--- config.mk ---
export PLATFORM = sky130hd
export DESIGN_NAME = dircc_mem_port_master_flat
export DESIGN_NICKNAME = d
export VERILOG_FILES = /design/src/rtl/dircc_mem_master_pkg.sv /design/src/rtl/dircc_mem_port_master_if.sv /design/src/rtl/dircc_mem_rd_fifo.sv /design/src/rtl/dircc_mem_port_master.sv /design/src/flat_wrapper.sv
export SDC_FILE = /design/constraint.sdc
export NUM_CORES = 1
export LEC_CHECK = 0
export ABC_AREA = 1
export CORE_MARGIN = 10
export CORE_UTILIZATION = 45
export CTS_CLUSTER_SIZE = 24
export DETAILED_ROUTE_END_ITERATION = 16
export PLACE_DENSITY = 0.79
export SYNTH_ARGS = -nofsm -noshare
export SYNTH_HDL_FRONTEND = slang
export SYNTH_HIERARCHICAL = 1
export SYNTH_SLANG_ARGS = --single-unit
--- constraint.sdc ---
create_clock -name clk -period 3.2 [get_ports clk]
set_clock_uncertainty 0.2 [all_clocks]
set_input_delay 0.64 -clock clk [delete_from_list [all_inputs] [get_ports clk]]
set_output_delay 0.64 -clock clk [all_outputs]
set_load 0.02 [all_outputs]
--- src/rtl/dircc_mem_master_pkg.sv ---
// Shared types and constants for the s2 memory-port initiator.
package dircc_mem_master_pkg;

    typedef enum logic [2:0] {
        ST_IDLE,
        ST_WR,
        ST_RD,
        ST_DRAIN,
        ST_DONE
    } state_t;

    localparam int         MEM_WORDS_DEFAULT = 15000;
    localparam int         S2_ADDR_W         = 14;
    localparam int         S2_DATA_W         = 16;
    localparam logic [1:0] BE_ALL            = 2'b11;

endpackage

--- src/rtl/dircc_mem_port_master_if.sv ---
// Command, stream and Avalon-MM s2 signals of the memory-port initiator.
interface dircc_mem_port_master_if
    import dircc_mem_master_pkg::*;
#(
    parameter int ADDR_W = S2_ADDR_W,
    parameter int DATA_W = S2_DATA_W,
    parameter int LEN_W  = 8
);
    logic              cmd_valid;
    logic              cmd_ready;
    logic              cmd_write;
    logic [ADDR_W-1:0] cmd_addr;
    logic [LEN_W-1:0]  cmd_len;
    logic              in_valid;
    logic              in_ready;
    logic [DATA_W-1:0] in_data;
    logic              out_valid;
    logic              out_ready;
    logic [DATA_W-1:0] out_data;
    logic [ADDR_W-1:0] address2;
    logic              chipselect2;
    logic              write2;
    logic [DATA_W-1:0] writedata2;
    logic [1:0]        byteenable2;
    logic              clken2;
    logic [DATA_W-1:0] readdata2;
    logic              busy;
    logic              done;

    modport master (
        input  cmd_valid, cmd_write, cmd_addr, cmd_len, in_valid, in_data,
               out_ready, readdata2,
        output cmd_ready, in_ready, out_valid, out_data, address2, chipselect2,
               write2, writedata2, byteenable2, clken2, busy, done
    );

    modport slave (
        output cmd_valid, cmd_write, cmd_addr, cmd_len, in_valid, in_data,
               out_ready, readdata2,
        input  cmd_ready, in_ready, out_valid, out_data, address2, chipselect2,
               write2, writedata2, byteenable2, clken2, busy, done
    );

endinterface

--- src/rtl/dircc_mem_rd_fifo.sv ---
// Small synchronous FIFO buffering read data returned from memory port s2.
module dircc_mem_rd_fifo #(
    parameter  int DATA_W = 16,
    parameter  int DEPTH  = 2,
    localparam int PTR_W  = $clog2(DEPTH),
    localparam int CNT_W  = PTR_W + 1
) (
    input  logic              clk,
    input  logic              reset_n,
    input  logic              push,
    input  logic [DATA_W-1:0] push_data,
    input  logic              pop,
    output logic [DATA_W-1:0] head,
    output logic [CNT_W-1:0]  count,
    output logic              empty
);
    logic [DATA_W-1:0] mem [DEPTH];
    logic [PTR_W-1:0]  wr_ptr;
    logic [PTR_W-1:0]  rd_ptr;

    // DEPTH is a power of two, so the pointers wrap on their own.
    always_ff @(posedge clk or negedge reset_n) begin
        if (!reset_n) begin
            wr_ptr <= '0;
            rd_ptr <= '0;
            count  <= '0;
        end else begin
            if (push) wr_ptr <= wr_ptr + PTR_W'(1);
            if (pop)  rd_ptr <= rd_ptr + PTR_W'(1);
            count <= count + CNT_W'(push) - CNT_W'(pop);
        end
    end

    always_ff @(posedge clk) begin
        if (push) mem[wr_ptr] <= push_data;
    end

    assign head  = mem[rd_ptr];
    assign empty = (count == '0);

endmodule

--- src/rtl/dircc_mem_port_master.sv ---
// Avalon-MM initiator for memory port s2: copies a write stream into memory or
// streams memory out through a credit-limited return FIFO, one command at a time.
module dircc_mem_port_master
    import dircc_mem_master_pkg::*;
#(
    parameter int ADDR_W     = S2_ADDR_W,
    parameter int DATA_W     = S2_DATA_W,
    parameter int LEN_W      = 8,
    parameter int MEM_WORDS  = MEM_WORDS_DEFAULT,
    parameter int FIFO_DEPTH = 2
) (
    input logic                     clk,
    input logic                     reset_n,
    dircc_mem_port_master_if.master bus
);
    localparam int CNT_W = $clog2(FIFO_DEPTH) + 1;

    state_t            state;
    logic [ADDR_W-1:0] cur_addr;
    logic [LEN_W-1:0]  remaining;
    logic              ready_q;
    logic              rd_vld_p1;
    logic              wr_beat;
    logic              rd_issue;
    logic              pop;
    logic              fifo_empty;
    logic [CNT_W-1:0]  fifo_count;
    logic [DATA_W-1:0] fifo_head;
    logic [31:0]       occ;

    function automatic logic [ADDR_W-1:0] next_addr(input logic [ADDR_W-1:0] a);
        return (a == ADDR_W'(MEM_WORDS - 1)) ? '0 : a + ADDR_W'(1);
    endfunction

    assign wr_beat = (state == ST_WR) && bus.in_valid;
    assign pop     = !fifo_empty && bus.out_ready;
    // Occupancy the FIFO will reach once the read now in flight lands, after this cycle's pop.
    assign occ      = 32'(fifo_count) + 32'(rd_vld_p1) - 32'(pop);
    assign rd_issue = (state == ST_RD) && (occ < 32'(FIFO_DEPTH));

    assign bus.cmd_ready   = ready_q;
    assign bus.in_ready    = (state == ST_WR);
    assign bus.chipselect2 = wr_beat || rd_issue;
    assign bus.write2      = wr_beat;
    assign bus.address2    = (wr_beat || rd_issue) ? cur_addr : '0;
    assign bus.writedata2  = wr_beat ? bus.in_data : '0;
    assign bus.byteenable2 = BE_ALL;
    assign bus.clken2      = 1'b1;
    assign bus.out_valid   = !fifo_empty;
    assign bus.out_data    = fifo_empty ? '0 : fifo_head;
    assign bus.busy        = (state != ST_IDLE);
    assign bus.done        = (state == ST_DONE);

    // Stage p0 -> p1: a read issued now returns readdata2 next cycle.
    always_ff @(posedge clk or negedge reset_n) begin
        if (!reset_n) begin
            state     <= ST_IDLE;
            cur_addr  <= '0;
            remaining <= '0;
            ready_q   <= 1'b0;
            rd_vld_p1 <= 1'b0;
        end else begin
            rd_vld_p1 <= rd_issue;
            unique case (state)
                ST_IDLE: begin
                    if (bus.cmd_valid && ready_q) begin
                        ready_q   <= 1'b0;
                        cur_addr  <= bus.cmd_addr;
                        remaining <= bus.cmd_len;
                        if (bus.cmd_len == '0) state <= ST_DONE;
                        else if (bus.cmd_write) state <= ST_WR;
                        else state <= ST_RD;
                    end else begin
                        ready_q <= 1'b1;
                    end
                end
                ST_WR: begin
                    if (wr_beat) begin
                        cur_addr  <= next_addr(cur_addr);
                        remaining <= remaining - LEN_W'(1);
                        if (remaining == LEN_W'(1)) state <= ST_DONE;
                    end
                end
                ST_RD: begin
                    if (rd_issue) begin
                        cur_addr  <= next_addr(cur_addr);
                        remaining <= remaining - LEN_W'(1);
                        if (remaining == LEN_W'(1)) state <= ST_DRAIN;
                    end
                end
                ST_DRAIN: begin
                    if (!rd_vld_p1 && fifo_empty) state <= ST_DONE;
                end
                ST_DONE: begin
                    state   <= ST_IDLE;
                    ready_q <= 1'b1;
                end
                default: state <= ST_IDLE;
            endcase
        end
    end

    dircc_mem_rd_fifo #(
        .DATA_W (DATA_W),
        .DEPTH  (FIFO_DEPTH)
    ) u_rd_fifo (
        .clk       (clk),
        .reset_n   (reset_n),
        .push      (rd_vld_p1),
        .push_data (bus.readdata2),
        .pop       (pop),
        .head      (fifo_head),
        .count     (fifo_count),
        .empty     (fifo_empty)
    );

endmodule

--- src/flat_wrapper.sv ---
// flat-port wrapper written by rule: the top's interface ports become plain ports
module dircc_mem_port_master_flat import dircc_mem_master_pkg::*;
#(
    parameter int ADDR_W     = S2_ADDR_W,
    parameter int DATA_W     = S2_DATA_W,
    parameter int LEN_W      = 8,
    parameter int MEM_WORDS  = MEM_WORDS_DEFAULT,
    parameter int FIFO_DEPTH = 2
)
  (clk, reset_n, bus_cmd_valid, bus_cmd_write, bus_cmd_addr, bus_cmd_len, bus_in_valid, bus_in_data, bus_out_ready, bus_readdata2, bus_cmd_ready, bus_in_ready, bus_out_valid, bus_out_data, bus_address2, bus_chipselect2, bus_write2, bus_writedata2, bus_byteenable2, bus_clken2, bus_busy, bus_done);
  dircc_mem_port_master_if #(.ADDR_W(ADDR_W), .DATA_W(DATA_W), .LEN_W(LEN_W)) bus_i ();
  input logic clk;
  input logic reset_n;
  input wire logic [$bits(bus_i.cmd_valid)-1:0] bus_cmd_valid;
  input wire logic [$bits(bus_i.cmd_write)-1:0] bus_cmd_write;
  input wire logic [$bits(bus_i.cmd_addr)-1:0] bus_cmd_addr;
  input wire logic [$bits(bus_i.cmd_len)-1:0] bus_cmd_len;
  input wire logic [$bits(bus_i.in_valid)-1:0] bus_in_valid;
  input wire logic [$bits(bus_i.in_data)-1:0] bus_in_data;
  input wire logic [$bits(bus_i.out_ready)-1:0] bus_out_ready;
  input wire logic [$bits(bus_i.readdata2)-1:0] bus_readdata2;
  output wire logic [$bits(bus_i.cmd_ready)-1:0] bus_cmd_ready;
  output wire logic [$bits(bus_i.in_ready)-1:0] bus_in_ready;
  output wire logic [$bits(bus_i.out_valid)-1:0] bus_out_valid;
  output wire logic [$bits(bus_i.out_data)-1:0] bus_out_data;
  output wire logic [$bits(bus_i.address2)-1:0] bus_address2;
  output wire logic [$bits(bus_i.chipselect2)-1:0] bus_chipselect2;
  output wire logic [$bits(bus_i.write2)-1:0] bus_write2;
  output wire logic [$bits(bus_i.writedata2)-1:0] bus_writedata2;
  output wire logic [$bits(bus_i.byteenable2)-1:0] bus_byteenable2;
  output wire logic [$bits(bus_i.clken2)-1:0] bus_clken2;
  output wire logic [$bits(bus_i.busy)-1:0] bus_busy;
  output wire logic [$bits(bus_i.done)-1:0] bus_done;
  assign bus_i.cmd_valid = bus_cmd_valid;
  assign bus_i.cmd_write = bus_cmd_write;
  assign bus_i.cmd_addr = bus_cmd_addr;
  assign bus_i.cmd_len = bus_cmd_len;
  assign bus_i.in_valid = bus_in_valid;
  assign bus_i.in_data = bus_in_data;
  assign bus_i.out_ready = bus_out_ready;
  assign bus_i.readdata2 = bus_readdata2;
  assign bus_cmd_ready = bus_i.cmd_ready;
  assign bus_in_ready = bus_i.in_ready;
  assign bus_out_valid = bus_i.out_valid;
  assign bus_out_data = bus_i.out_data;
  assign bus_address2 = bus_i.address2;
  assign bus_chipselect2 = bus_i.chipselect2;
  assign bus_write2 = bus_i.write2;
  assign bus_writedata2 = bus_i.writedata2;
  assign bus_byteenable2 = bus_i.byteenable2;
  assign bus_clken2 = bus_i.clken2;
  assign bus_busy = bus_i.busy;
  assign bus_done = bus_i.done;
  dircc_mem_port_master #(.ADDR_W(ADDR_W), .DATA_W(DATA_W), .LEN_W(LEN_W), .MEM_WORDS(MEM_WORDS), .FIFO_DEPTH(FIFO_DEPTH)) u_core (.clk(clk), .reset_n(reset_n), .bus(bus_i));
endmodule
==> flow_summary.json <==
{
  "layout_common_cells": "nand2_1 (149), inv_1 (94), clkdlybuf4s50_1 (92)",
  "rows": 33,
  "die_area_um2": 12800,
  "status": "finished with violations",
  "io_buffers": 112,
  "firstDrtPassIters": 5,
  "gp_congestion": 0.952,
  "synth_edf_count": 32,
  "final_critical_path_setup_slack_ns": -0.151,
  "vias": 3828,
  "p_clk_frac": 0.142,
  "avgSynthCellArea_um2": 7.40,
  "switching_share": 0.458,
  "cp.required_ns": 2.36,
  "initial_utilization": 0.468,
  "failed_checks": "setup timing",
  "top_level_ports": 116,
  "min_period_over_period": 1.05,
  "drive_gt1_frac": 0.190,
  "wire_per_inst_um": 14.1,
  "synth.top_cells.by_area": "edfxtp_1 (25%), dfrtp_1 (20%), nand2_1 (14%)",
  "syn_area_um2": 3900,
  "grt_overflow": 0,
  "p_sw_uw": 2700,
  "ctsHoldBuffers": 0,
  "ys_seq_area_frac": 0.445,
  "crit_fanout": 6,
  "stdcell_area_um2": 5770,
  "clock.fmax_mhz": 298,
  "leakagePower_uw": 0.00283,
  "rsz0062_at_grt": "true",
  "cts_tree": "done",
  "drv_cap": 0,
  "power.density_nw_per_um2": 1020,
  "antenna_found_initial": 0,
  "wl_mm": 11.1,
  "diodes": 0,
  "critPathLaunchType": "flop",
  "final_common_cell": "nand2_1",
  "design.core.area_um2": 8340,
  "clk_pin_slew_worst_paths_ns": 0.08,
  "setup_viol": 15,
  "cts_buffers": 9,
  "synth_ff_type": "edfxtp_1",
  "slew_headroom": 0.575,
  "grt_pass1_wl_mm": 18.1,
  "preCtsSetupSlack_ns": -0.923,
  "ir_drop_uv": 812,
  "grt_pass1_vias": 3741,
  "worstHoldPathType": "flop to flop",
  "cp-end-kind": "primary output",
  "netlist_instances": 528,
  "postRouteAntennaNets": 0,
  "hold_viol_final": 0,
  "combPwrFrac": 0.627,
  "grt_max_degree": 32,
  "r2r-start": "u_core/u_rd_fifo/count[0]$_DFF_PN0_",
  "hp-start": "u_core/u_rd_fifo/wr_ptr$_DFFE_PN0P_",
  "root_buffer": "clkbuf_8",
  "slew_viol_final": 0,
  "seqPwrFrac": 0.231,
  "grt.total_usage": 0.171,
  "cts_sinks": 63,
  "placedInstanceArea_um2": 5260,
  "yosysTopAreaCell": "edfxtp_1",
  "ys_warn_count": 6,
  "rrSetupSlack_ns": 0.16,
  "viasPerCell": 4.88,
  "internal_power_uw": 3190,
  "hold_path_depth": 1,
  "die_y_um": 113,
  "ys_seq_elements": 63,
  "syn_to_final_growth_pct": 47.8,
  "fin_nets": 741,
  "drc": 0,
  "async_flop_share": 0.492,
  "worstMarginPinSlew_ns": 0.637,
  "r2r_cells": 18,
  "cts.path.max_buffers": 2,
  "post-route-min-period_ns": 3.35,
  "cp_data_arrival_time_ns": 2.51,
  "clock_latency_ns": 0.34,
  "crit_path_start": "u_core/u_rd_fifo/count[0]$_DFF_PN0_",
  "cts.htree.levels": 3,
  "drt_iter0_markers": 192,
  "synth_top_area_share": 0.246,
  "crit_type": "flop to primary output",
  "dp_hpwl_mm": 8.13,
  "fp.dieW_um": 113,
  "synth_cell_types": 31
}
## sequential cells by signal, indices dropped and copies added (netlist names)
name and cells:
u_core/u_rd_fifo/rd_ptr 1, u_core/remaining 8, u_core/bus.cmd_ready 1, u_core/cur_addr 14, u_core/state 3, u_core/u_rd_fifo/mem 32, u_core/u_rd_fifo/wr_ptr 1, u_core/u_rd_fifo/count 2
u_core/rd_vld_p1 1
## path summary, 6_finish.rpt
check	endpoint
max in group asynchronous	u_core/cur_addr[12]$_DFFE_PN0P_
setup / recovery	bus_address2[3]
hold reg to reg	u_core/u_rd_fifo/wr_ptr$_DFFE_PN0P_
min in group asynchronous	u_core/cur_addr[1]$_DFFE_PN0P_
hold / removal	u_core/u_rd_fifo/wr_ptr$_DFFE_PN0P_
setup reg to reg	u_core/cur_addr[6]$_DFFE_PN0P_
## timing repair
item,4_1_cts,5_1_grt
endpoints found under the setup margin,15,19
cloned,1,0
buffers inserted,14,5
gates resized for setup,117,7
pin swaps,11,6
## metrics by stage
step | std cells | TNS [ns] | total power [uW] | utilization | hold slack [ns]
global placement | 749 | -11.34 | 4480 | 0.630 | 0.274
global route | 785 | -3.12 | 6360 | 0.692 | 0.321
floorplan | 530 | 0 | 3580 | - | 0.144
detailed placement | 749 | -13.22 | 4590 | 0.630 | 0.291
finish | 785 | -1.74 | 5890 | 0.692 | 0.298
CTS | 780 | -0.325 | 5770 | 0.685 | 0.303
## cell type report
cell class / count / area (um^2)
inverters: 107 / 412
fillers: 642 / 2570
clock buffers: 9 / 124
multi-input cells: 342 / 1750
clock inverters: 7 / 121
well taps: 105 / 131
repair buffers: 152 / 1500
flip-flops and latches: 63 / 1740
## routing by layer
| layer | up-vias | GRT usage | part of all wire |
|---|---|---|---|
| li1 | 1904 | - | - |
| met1 | 1763 | 0.206 | 0.41 |
| met2 | 146 | 0.289 | 0.52 |
| met3 | 15 | 0.0380 | 0.062 |
| met4 | 0 | 0.0660 | 0.013 |
| met5 | - | 0 | 0 |
## power groups by stage
stage	sequential [uW]	clock [uW]	combinational, uW
floorplan	1310	0	2270
global placement	1350	0	3130
detailed placement	1360	0	3230
CTS	1360	850	3560
global route	1400	884	4080
finish	1360	835	3690
## cells in the mapped netlist, types with 2 or more instances
cell type and instances:
xor2_1 6, nand2_2 4, o21ai_2 14, inv_1 97, buf_2 2, nor2_4 2, buf_6 5, a21oi_1 5
nand2_1 150, nand3_1 35, dfrtp_1 31, buf_4 6, edfxtp_1 32, nor3_1 3, nor2_1 75, ha_1 5
inv_2 9, buf_12 2, nand4_1 4, o21ai_0 28, clkbuf_1 3
## critical path, cell delays in order, from the launching register on
cell	delay, ns
dfrtp_1	0.42
nor2_4	0.20
nor2_4	0.06
nand2_2	0.10
a21oi_2	0.07
fa_2	0.36
xor2_2	0.20
nand4_1	0.18
nand2_2	0.14
inv_4	0.07
buf_16	0.15
nor2_4	0.11
buf_6	0.12
## cells by family (layout without fill, tap and decap cells)
group	count (synthesis)	count (layout)	share of synthesized area
buffers and inverters	125	275	0.146
AO/OA/AOI/OAI	50	50	0.0791
AND/OR/NAND/NOR	277	277	0.295
XOR/XNOR	6	6	0.0135
adder cells (fa/ha/maj)	6	6	0.0211
flip-flops	63	63	0.445
other	1	3	0.000960
Note: power is estimated with default switching activity, not from simulation.
